File: src/rtl/muacm_tx_packer.sv
// muacm_tx_packer: byte FIFO plus packetiser feeding the muACM data-in stream.
// Defining MUACM_TX_FLUSH_EN adds the `flush` input that forces an early packet end.
module muacm_tx_packer #(
  parameter int DEPTH_LOG2 = 6,
  parameter int MAX_PKT    = 64,
  parameter int TIMEOUT    = 1023
) (
  input  logic       clk,
  input  logic       rst,
  input  logic [7:0] s_data,
  input  logic       s_valid,
  output logic       s_ready,
`ifdef MUACM_TX_FLUSH_EN
  input  logic       flush,
`endif
  output logic [7:0] m_data,
  output logic       m_last,
  output logic       m_valid,
  input  logic       m_ready,
  output logic       state_o
);

  // Handshake on both streams: a beat transfers on the rising edge where valid & ready are
  // both high; once m_valid is high, m_valid/m_data/m_last stay stable until that edge.

  localparam int DEPTH = 1 << DEPTH_LOG2;
  localparam int CW    = DEPTH_LOG2 + 1;
  localparam int RW    = $clog2(MAX_PKT) + 1;
  localparam int TW    = $clog2(TIMEOUT + 1);

  localparam logic [CW-1:0] DEPTH_C   = CW'(DEPTH);
  localparam logic [CW-1:0] MAX_C     = CW'(MAX_PKT);
  localparam logic [RW-1:0] MAX_R     = RW'(MAX_PKT);
  localparam logic [TW-1:0] TIMEOUT_C = TW'(TIMEOUT);

  typedef enum logic {IDLE = 1'b0, SEND = 1'b1} state_t;

  state_t                state_q, state_d;
  logic [7:0]            mem_q [DEPTH];
  logic [DEPTH_LOG2-1:0] wr_ptr_q, wr_ptr_d;
  logic [DEPTH_LOG2-1:0] rd_ptr_q, rd_ptr_d;
  logic [CW-1:0]         count_q, count_d;
  logic [RW-1:0]         rem_q, rem_d;
  logic [TW-1:0]         timer_q, timer_d;
  logic                  wr_en, pop, flush_req;

  assign s_ready = (count_q != DEPTH_C);
  assign wr_en   = s_valid & s_ready;
  assign pop     = (state_q == SEND) & m_ready;
  assign m_valid = (state_q == SEND);
  assign m_last  = (state_q == SEND) && (rem_q == RW'(1));
  // Writes never land on the head slot while data is buffered, so the head stays stable.
  assign m_data  = mem_q[rd_ptr_q];
  assign state_o = state_q;

  always_comb begin
    flush_req = 1'b0;
`ifdef MUACM_TX_FLUSH_EN
    flush_req = flush;
`endif
    state_d  = state_q;
    rem_d    = rem_q;
    wr_ptr_d = wr_en ? wr_ptr_q + DEPTH_LOG2'(1) : wr_ptr_q;
    rd_ptr_d = pop ? rd_ptr_q + DEPTH_LOG2'(1) : rd_ptr_q;
    count_d  = count_q;
    timer_d  = timer_q;

    case ({wr_en, pop})
      2'b10:   count_d = count_q + CW'(1);
      2'b01:   count_d = count_q - CW'(1);
      default: count_d = count_q;
    endcase

    if (wr_en || count_q == '0) begin
      timer_d = '0;
    end else if (state_q == IDLE && timer_q != TIMEOUT_C) begin
      timer_d = timer_q + TW'(1);
    end

    case (state_q)
      IDLE: begin
        // The count>0 guard also masks a stale saturated timer left after a drained packet.
        if (count_q != '0 && (count_q >= MAX_C || timer_q == TIMEOUT_C || flush_req)) begin
          state_d = SEND;
          rem_d   = (count_q >= MAX_C) ? MAX_R : RW'(count_q);
        end
      end
      SEND: begin
        if (m_ready) begin
          rem_d = rem_q - RW'(1);
          if (rem_q == RW'(1)) state_d = IDLE;
        end
      end
      default: state_d = IDLE;
    endcase
  end

  always_ff @(posedge clk or posedge rst) begin
    if (rst) begin
      state_q  <= IDLE;
      wr_ptr_q <= '0;
      rd_ptr_q <= '0;
      count_q  <= '0;
      rem_q    <= '0;
      timer_q  <= '0;
    end else begin
      state_q  <= state_d;
      wr_ptr_q <= wr_ptr_d;
      rd_ptr_q <= rd_ptr_d;
      count_q  <= count_d;
      rem_q    <= rem_d;
      timer_q  <= timer_d;
    end
  end

  always_ff @(posedge clk) begin
    if (wr_en) mem_q[wr_ptr_q] <= s_data;
  end

endmodule

File: config.mk
export PLATFORM = sky130hd
export DESIGN_NAME = muacm_tx_packer
export DESIGN_NICKNAME = d
export VERILOG_FILES = /design/src/rtl/muacm_tx_packer.sv
export SDC_FILE = /design/constraint.sdc
export NUM_CORES = 1
export LEC_CHECK = 0
export BUFFER_PORTS_ARGS = -buffer_cell sky130_fd_sc_hd__buf_2
export CORE_ASPECT_RATIO = 0.5
export CORE_MARGIN = 2
export CORE_UTILIZATION = 50
export CTS_CLUSTER_DIAMETER = 30
export DETAILED_ROUTE_END_ITERATION = 6
export GPL_TIMING_DRIVEN = 0
export HOLD_SLACK_MARGIN = 0.08
export PLACE_DENSITY = 0.69
export SYNTH_ARGS = -nofsm -noshare
export SYNTH_HDL_FRONTEND = slang
export SYNTH_SLANG_ARGS = --single-unit
File: constraint.sdc
create_clock -name clk -period 6.6 [get_ports clk]
set_clock_uncertainty 0.05 [all_clocks]
set_input_delay 0.66 -clock clk [delete_from_list [all_inputs] [get_ports clk]]
set_output_delay 0.66 -clock clk [all_outputs]
set_load 0.02 [all_outputs]
==> results of run 1 <==
[path summary, 6_finish.rpt]
path	from	endpoint	slack (ns)	depth (start not counted)
min in group clk	m_ready	m_valid	0.29	2
worst max register to register	count_q[4]	mem_q[19][7]	2.75	6
max in group asynchronous	rst	rd_ptr_q[5]	5.75	2
worst min register to register	wr_ptr_q[2]	wr_ptr_q[2]	0.48	1
worst min-delay path	rst	rem_q[3]	0.20	2
worst max-delay path	rd_ptr_q[2]	m_data[0]	2.14	7
[layer usage]
| metal | wire length (um) | vias to the layer above |
|---|---|---|
| met4 | 1020 | 0 |
| met5 | 0 | - |
| met2 | 23500 | 549 |
| met3 | 4420 | 80 |
| met1 | 21500 | 6104 |
| li1 | - | 4970 |
[final cells by class]
class                      instances  area (sq um)
multi-input combinational        553          5400
fill                            3206         18400
inverter                          13          48.8
tap                              588           736
sequential                       549         16300
clock inverter                    47           505
timing repair buffer              23           115
buffer                            62           390
clock buffer                      72          1740
[metrics by stage]
stage / power (uW) / std cells
2_1_floorplan: 6400 / 1177
3_3_place_gp: 7430 / 1788
3_5_place_dp: 7500 / 1788
4_1_cts: 11200 / 1907
5_1_grt: 11500 / 1907
6_report: 11200 / 1907
[where the power goes]
group / switching, uW / internal [uW]
registers: 103 / 4000
clock network: 1460 / 2210
logic: 2020 / 1360
total: 3580 / 7580
[sequential cells by signal (all words and copies together), names as in the netlist]
register / count
rem_q: 7
mem_q: 512
wr_ptr_q: 6
rd_ptr_q: 6
m_valid: 1
count_q: 7
timer_q: 10
[worst max-delay path: stages (launching register included)]
cell and delay [ns]:
dfrtp_1 0.46, buf_2 0.41, clkbuf_1 0.76, nand3b_1 0.45, o22ai_1 0.47, a211oi_1 0.18, a2bb2oi_1 0.22, buf_2 0.21
[cells in the final DEF (no fill, tap or decap), drive strengths merged, types with 8 or more instances in the layout]
cell and instances:
edfxtp 512, mux4 108, clkbuf 94, nor2 93
buf 63, nand2 47, mux2i 44, dfrtp 37
clkinv 27, mux2 23, a21oi 23, o22ai 20
inv 20, nand3 17, xnor2 16, o21ai 16
xor2 12, a221oi 12, a22oi 9, nor2b 9
a2bb2oi 8, ha 8
[cell families (layout without fill, tap and decap cells)]
kind of cell               Yosys count  count (layout)  share of synthesized area
muxes                              175             175                      0.142
adders and majority gates            8               8                    0.00452
DFF                                549             549                      0.736
AOI/OAI and AO/OA                  133             133                     0.0424
xor gates and xnor gates            28              28                     0.0111
and+or+nand+nor                    209             209                     0.0436
buffers and inverters               75             217                     0.0198
==> reports/metrics.cfg, run 1 <==
[run_status]
status = finished, final reports clean

[global_routing]
grt_pass1_wl_um = 75100
globalRoute.totalOverflow = 0
grt_pass1_vias = 11558
grt_max_degree = 65
grt_busiest_layer = met2
grt_use_total = 0.224
grt_util_met2 = 0.341
met1_usage = 0.334
antenna_found_initial = 1
grt_use_met3 = 0.0449

[layout]
area_delta_synth_final_pct = 14.0
n_antenna_cell = 0
nets = 1289
drive_above_1_share = 0.233
design_area_sq_mm = 0.0252
fin_util = 0.578

[timing]
worstMarginPinSlew_ns = 1.30
rsz0062_at_grt = no
hold_viol_final = 0
setup_viol = 0
slew_violations = 0
period_needed_ns = 4.46
layout_setup_ws_ns = 2.14
tns_ns = 0
relSlewSlack = 0.135
max_freq_mhz = 224
min_period_over_period = 0.676
hold_ws_ns = 0.197

[synthesis]
synth_warnings = 0
avgSynthCellArea_sq_um = 18.8
synth_edf_count = 512
yosys.area.top_type = edfxtp_1
synthTopCellsByArea = edfxtp_1 (69%), mux4_2 (10%), dfrtp_1 (4.2%), mux2i_1 (2.0%), nor2_1 (1.6%)
synth_area_sq_mm = 0.0221
synth_most_common_cell = edfxtp_1
seq_area_frac_synth = 0.736
synthCells = 1177
synth_commonest_cells = edfxtp_1 (512), mux4_2 (103), nor2_1 (93)
synth_top_area_share = 0.694
synth_cell_types = 63
ys.flop_type = edfxtp_1
ys_seq_elements = 549
synthesis.nets = 1197
async_flop_share = 0.0674

[route]
wl_per_cell_um = 26.5
first_pass_iters = 6
via_per_inst = 6.14
drt-total-wl_um = 50500
via_count = 11703
postRouteAntennaNets = 0
first_iter_violations = 1473
route.detailed.drc = 0

[clock_network]
cts_resized = 0
cts_tree = built
cts_setup_buffers = 0
holdBufCountCts = 0
cts.reportedPaths.clkPinSlew_ns = 0.06
clockBufferDepth = 3
root_buffer = clkbuf_16
clock_latency_ns = 0.59
h-tree-depth = 3
cts_buffers = 67
cts.sinks = 549

[worst_setup_path]
cp.arrival_ns = 3.75
start_kind = flip-flop
crit_required_ns = 5.89
critPathKind = reg2out
crit_path_end_kind = output pin
cp_max_fo = 10

[die]
coreArea_sq_mm = 0.0436
die_area_sq_mm = 0.0461
dieHeight_um = 153
die-width_um = 302
ios = 24
rows = 54
initial_core_util = 0.507

[placement]
post-place-ws_ns = 2.81
portBuffers = 23
gp_congestion = 0.925
dp_hpwl_um = 31300
dpl_cell_area_sq_mm = 0.0230

[worst_hold_path]
min_path_type = in2async

[pwr]
p_leak_uw = 0.00826
max-vdd-ir-drop_v = 0.000258
power_density_mw_per_mm2 = 442

[flow_run]
cap_violations = 0

No activity file was read; power rests on OpenSTA's default activity.
==> run 2: changes to the inputs <==
--- a/config.mk
+++ b/config.mk
@@ -13,7 +13,7 @@
 export DETAILED_ROUTE_END_ITERATION = 6
 export GPL_TIMING_DRIVEN = 0
 export HOLD_SLACK_MARGIN = 0.08
-export PLACE_DENSITY = 0.69
+export PLACE_DENSITY = 0.72
 export SYNTH_ARGS = -nofsm -noshare
 export SYNTH_HDL_FRONTEND = slang
 export SYNTH_SLANG_ARGS = --single-unit
==> constraint.sdc (replaced) <==
create_clock -name clk -period 3.75 [get_ports clk]
set_clock_uncertainty 0.05 [all_clocks]
set_input_delay 0.375 -clock clk [delete_from_list [all_inputs] [get_ports clk]]
set_output_delay 0.375 -clock clk [all_outputs]
set_load 0.02 [all_outputs]
==> reports/metrics.cfg, run 2 (same netlist as run 1, synthesis figures left out) <==
[worst_setup_path]
cp_common_cell = buf_2
endpoint = m_data[0]
path_depth = 8  ; +1
critPathKind = reg2out
r2r_setup_slack_ns = 0.21  ; -2.54 ns
reg2reg_from = m_valid
crit_required_ns = 3.32  ; -2.57 ns
path_cells = clkbuf_4 > buf_2 > buf_4 > mux4_2 > a21oi_1 > a211oi_2 > a2bb2oi_1 > buf_2
reg2reg_depth = 11  ; +5
crit_slowest_cell = dfrtp_1
start_kind = flip-flop
cp_max_fo = 10  ; unchanged
critPathLaunch = rd_ptr_q[1]
cp.arrival_ns = 3.28  ; -0.47 ns
slowest_delay_ns = 0.43  ; -0.33 ns
crit_path_end_kind = output pin
timing.rr.end = count_q[6]
cp_top_family = buffers and inverters
crit_buf_inv = 4  ; +1

[clock_network]
cts.reportedPaths.clkPinSlew_ns = 0.06  ; about the same
h-tree-depth = 3  ; unchanged
clock_latency_ns = 0.59  ; about the same
cts_buffers = 70  ; +4.5%
cts.sinks = 549  ; unchanged
root_buffer = clkbuf_16
clockBufferDepth = 3  ; unchanged
cts_setup_buffers = 0  ; unchanged
cts_tree = built

[layout]
final_cells = 1916  ; +0.47%
design_area_sq_mm = 0.0256  ; +1.3%
regMostFlops = mem_q
layout_common_cells = edfxtp_1 (512), mux4_2 (103), nor2_1 (93), clkbuf_16 (72), nand2_1 (47)
fillers = 3117  ; -2.8%
layout_commonest_cell = edfxtp_1
largest_reg_flops = 512  ; unchanged
drive_above_1_share = 0.252  ; +0.0188
largestRegisters = mem_q (512), timer_q (10)
fin_util = 0.586  ; +0.00751
n_antenna_cell = 0  ; unchanged
nets = 1293  ; +0.31%
area_delta_synth_final_pct = 15.5

[die]
rows = 54  ; unchanged
die_area_sq_mm = 0.0461  ; unchanged
initial_core_util = 0.507  ; unchanged
coreArea_sq_mm = 0.0436  ; unchanged
dieHeight_um = 153  ; unchanged
ios = 24  ; unchanged
die-width_um = 302  ; unchanged

[pwr]
pwr-share-seq = 0.358  ; -0.010
swShare = 0.325  ; +0.00400
pwr-share-comb = 0.301  ; -0.002
power_uw = 20200  ; +81%
max-vdd-ir-drop_v = 0.000404  ; +57%
pwr-share-clk = 0.342  ; +0.013
switching_power_uw = 6580  ; +84%
p_leak_uw = 0.00841  ; +1.8%
power_density_mw_per_mm2 = 792  ; +79%
intPower_uw = 13700  ; +80%

[timing]
rsz0062_at_grt = no
period_needed_ns = 3.70
hold_viol_final = 0  ; unchanged
slew_violations = 0  ; unchanged
tns_ns = 0  ; unchanged
relSlewSlack = 0.131  ; -0.00405
min_period_over_period = 0.988
worstMarginPinSlew_ns = 1.30  ; +0.00608 ns
setup_viol = 0  ; unchanged
max_freq_mhz = 270

[route]
via_count = 11770  ; +0.57%
first_iter_violations = 1546  ; +5.0%
postRouteAntennaNets = 0  ; unchanged
drt-total-wl_um = 50600  ; +0.19%
wl_per_cell_um = 26.4  ; -0.28%
route.detailed.drc = 0  ; unchanged
first_pass_iters = 6  ; unchanged
via_per_inst = 6.14  ; +0.10%

[worst_hold_path]
min_path_cells = 4
min_path_type = in2reg
min-delay-start = s_valid

[global_routing]
grt_max_degree = 65  ; unchanged
grt_util_met2 = 0.350  ; +0.00896
met1_usage = 0.318  ; -0.0163
grt_busiest_layer = met2
grt_pass1_wl_um = 75100  ; about the same
grt_pass1_vias = 11765  ; +1.8%
antenna_found_initial = 0  ; -1
grt_use_met3 = 0.0542  ; +0.00927
grt_use_total = 0.224  ; -0.000545
globalRoute.totalOverflow = 0  ; unchanged

[run_status]
status = finished, final reports clean

[placement]
gp_congestion = 0.940  ; +1.7%
placedCellCount = 1788  ; unchanged
portBuffers = 23  ; unchanged
dpl_cell_area_sq_mm = 0.0230  ; unchanged
dp_hpwl_um = 31100  ; -0.81%

[flow_run]
cap_violations = 0  ; unchanged

==> run 2: changes by cell type in the layout (fill, tap and decap cells not counted), sizes merged <==
cell         delta
dlygate4sd3     +2
clkinvlp        -3
clkbuf          +5
clkinv          -2
inv            +11
buf             -4
==> run 2: power by group through the flow <==
stage          sequential [uW]  combinational, uW  clock (uW)
3_3_place_gp              7320               5750           0
5_1_grt                   7270               6370        7220
6_report                  7230               6080        6920
2_1_floorplan             7280               3990           0
4_1_cts                   7220               5970        6960
3_5_place_dp              7340               5830           0
==> run 2: final cells by class <==
class	count	area, sq um	share of cell area
inverters	13	48.8	0.00191
plain buffers	61	430	0.0168
clock inverters	53	633	0.0248
multi-input cells	553	5470	0.214
well taps	588	736	0.0288
repair buffers	25	135	0.00529
flip-flops and latches	549	16300	0.638
clock buffers	74	1810	0.0708
==> run 2: how the worst min path moves through the flow <==
stage / to / slack, ns
global placement: wr_ptr_q[2] / 0.44
global route: wr_ptr_q[2] / 0.26
finish: wr_ptr_q[0] / 0.24
floorplan: m_valid / 0.42
CTS: wr_ptr_q[0] / 0.21
detailed placement: wr_ptr_q[2] / 0.47
==> run 2: what timing repair did <==
item,4_1_cts,5_1_grt
gates resized for setup,17,14
hold buffers,2,0
endpoints found under the hold margin,38,0
setup endpoints to repair,9,20
pin swaps,0,1
==> run 2: worst register-to-register path: stages (launching register included) <==
cell and delay [ns]:
dfrtp_1 0.41, nand2_1 0.29, clkinv_1 0.50, ha_1 0.45
clkbuf_1 0.27, xor2_1 0.20, ha_1 0.24, and3b_1 0.17
o21ai_0 0.33, nand3_1 0.13, a31oi_1 0.27, xnor2_1 0.14
==> run 2: routing by layer <==
layer | vias up | routed length (um)
met4 | 0 | 883
li1 | 4981 | -
met3 | 70 | 4870
met5 | - | 0
met1 | 6045 | 20700
met2 | 674 | 24200
==> run 2: stage by stage <==
| step | setup slack, ns | hold slack, ns |
|---|---|---|
| global placement | 0.203 | 0.445 |
| global route | 0.00847 | 0.255 |
| floorplan | 0.813 | 0.420 |
| CTS | 0.0288 | 0.211 |
| detailed placement | 0.0440 | 0.467 |
| finish | 0.0454 | 0.244 |
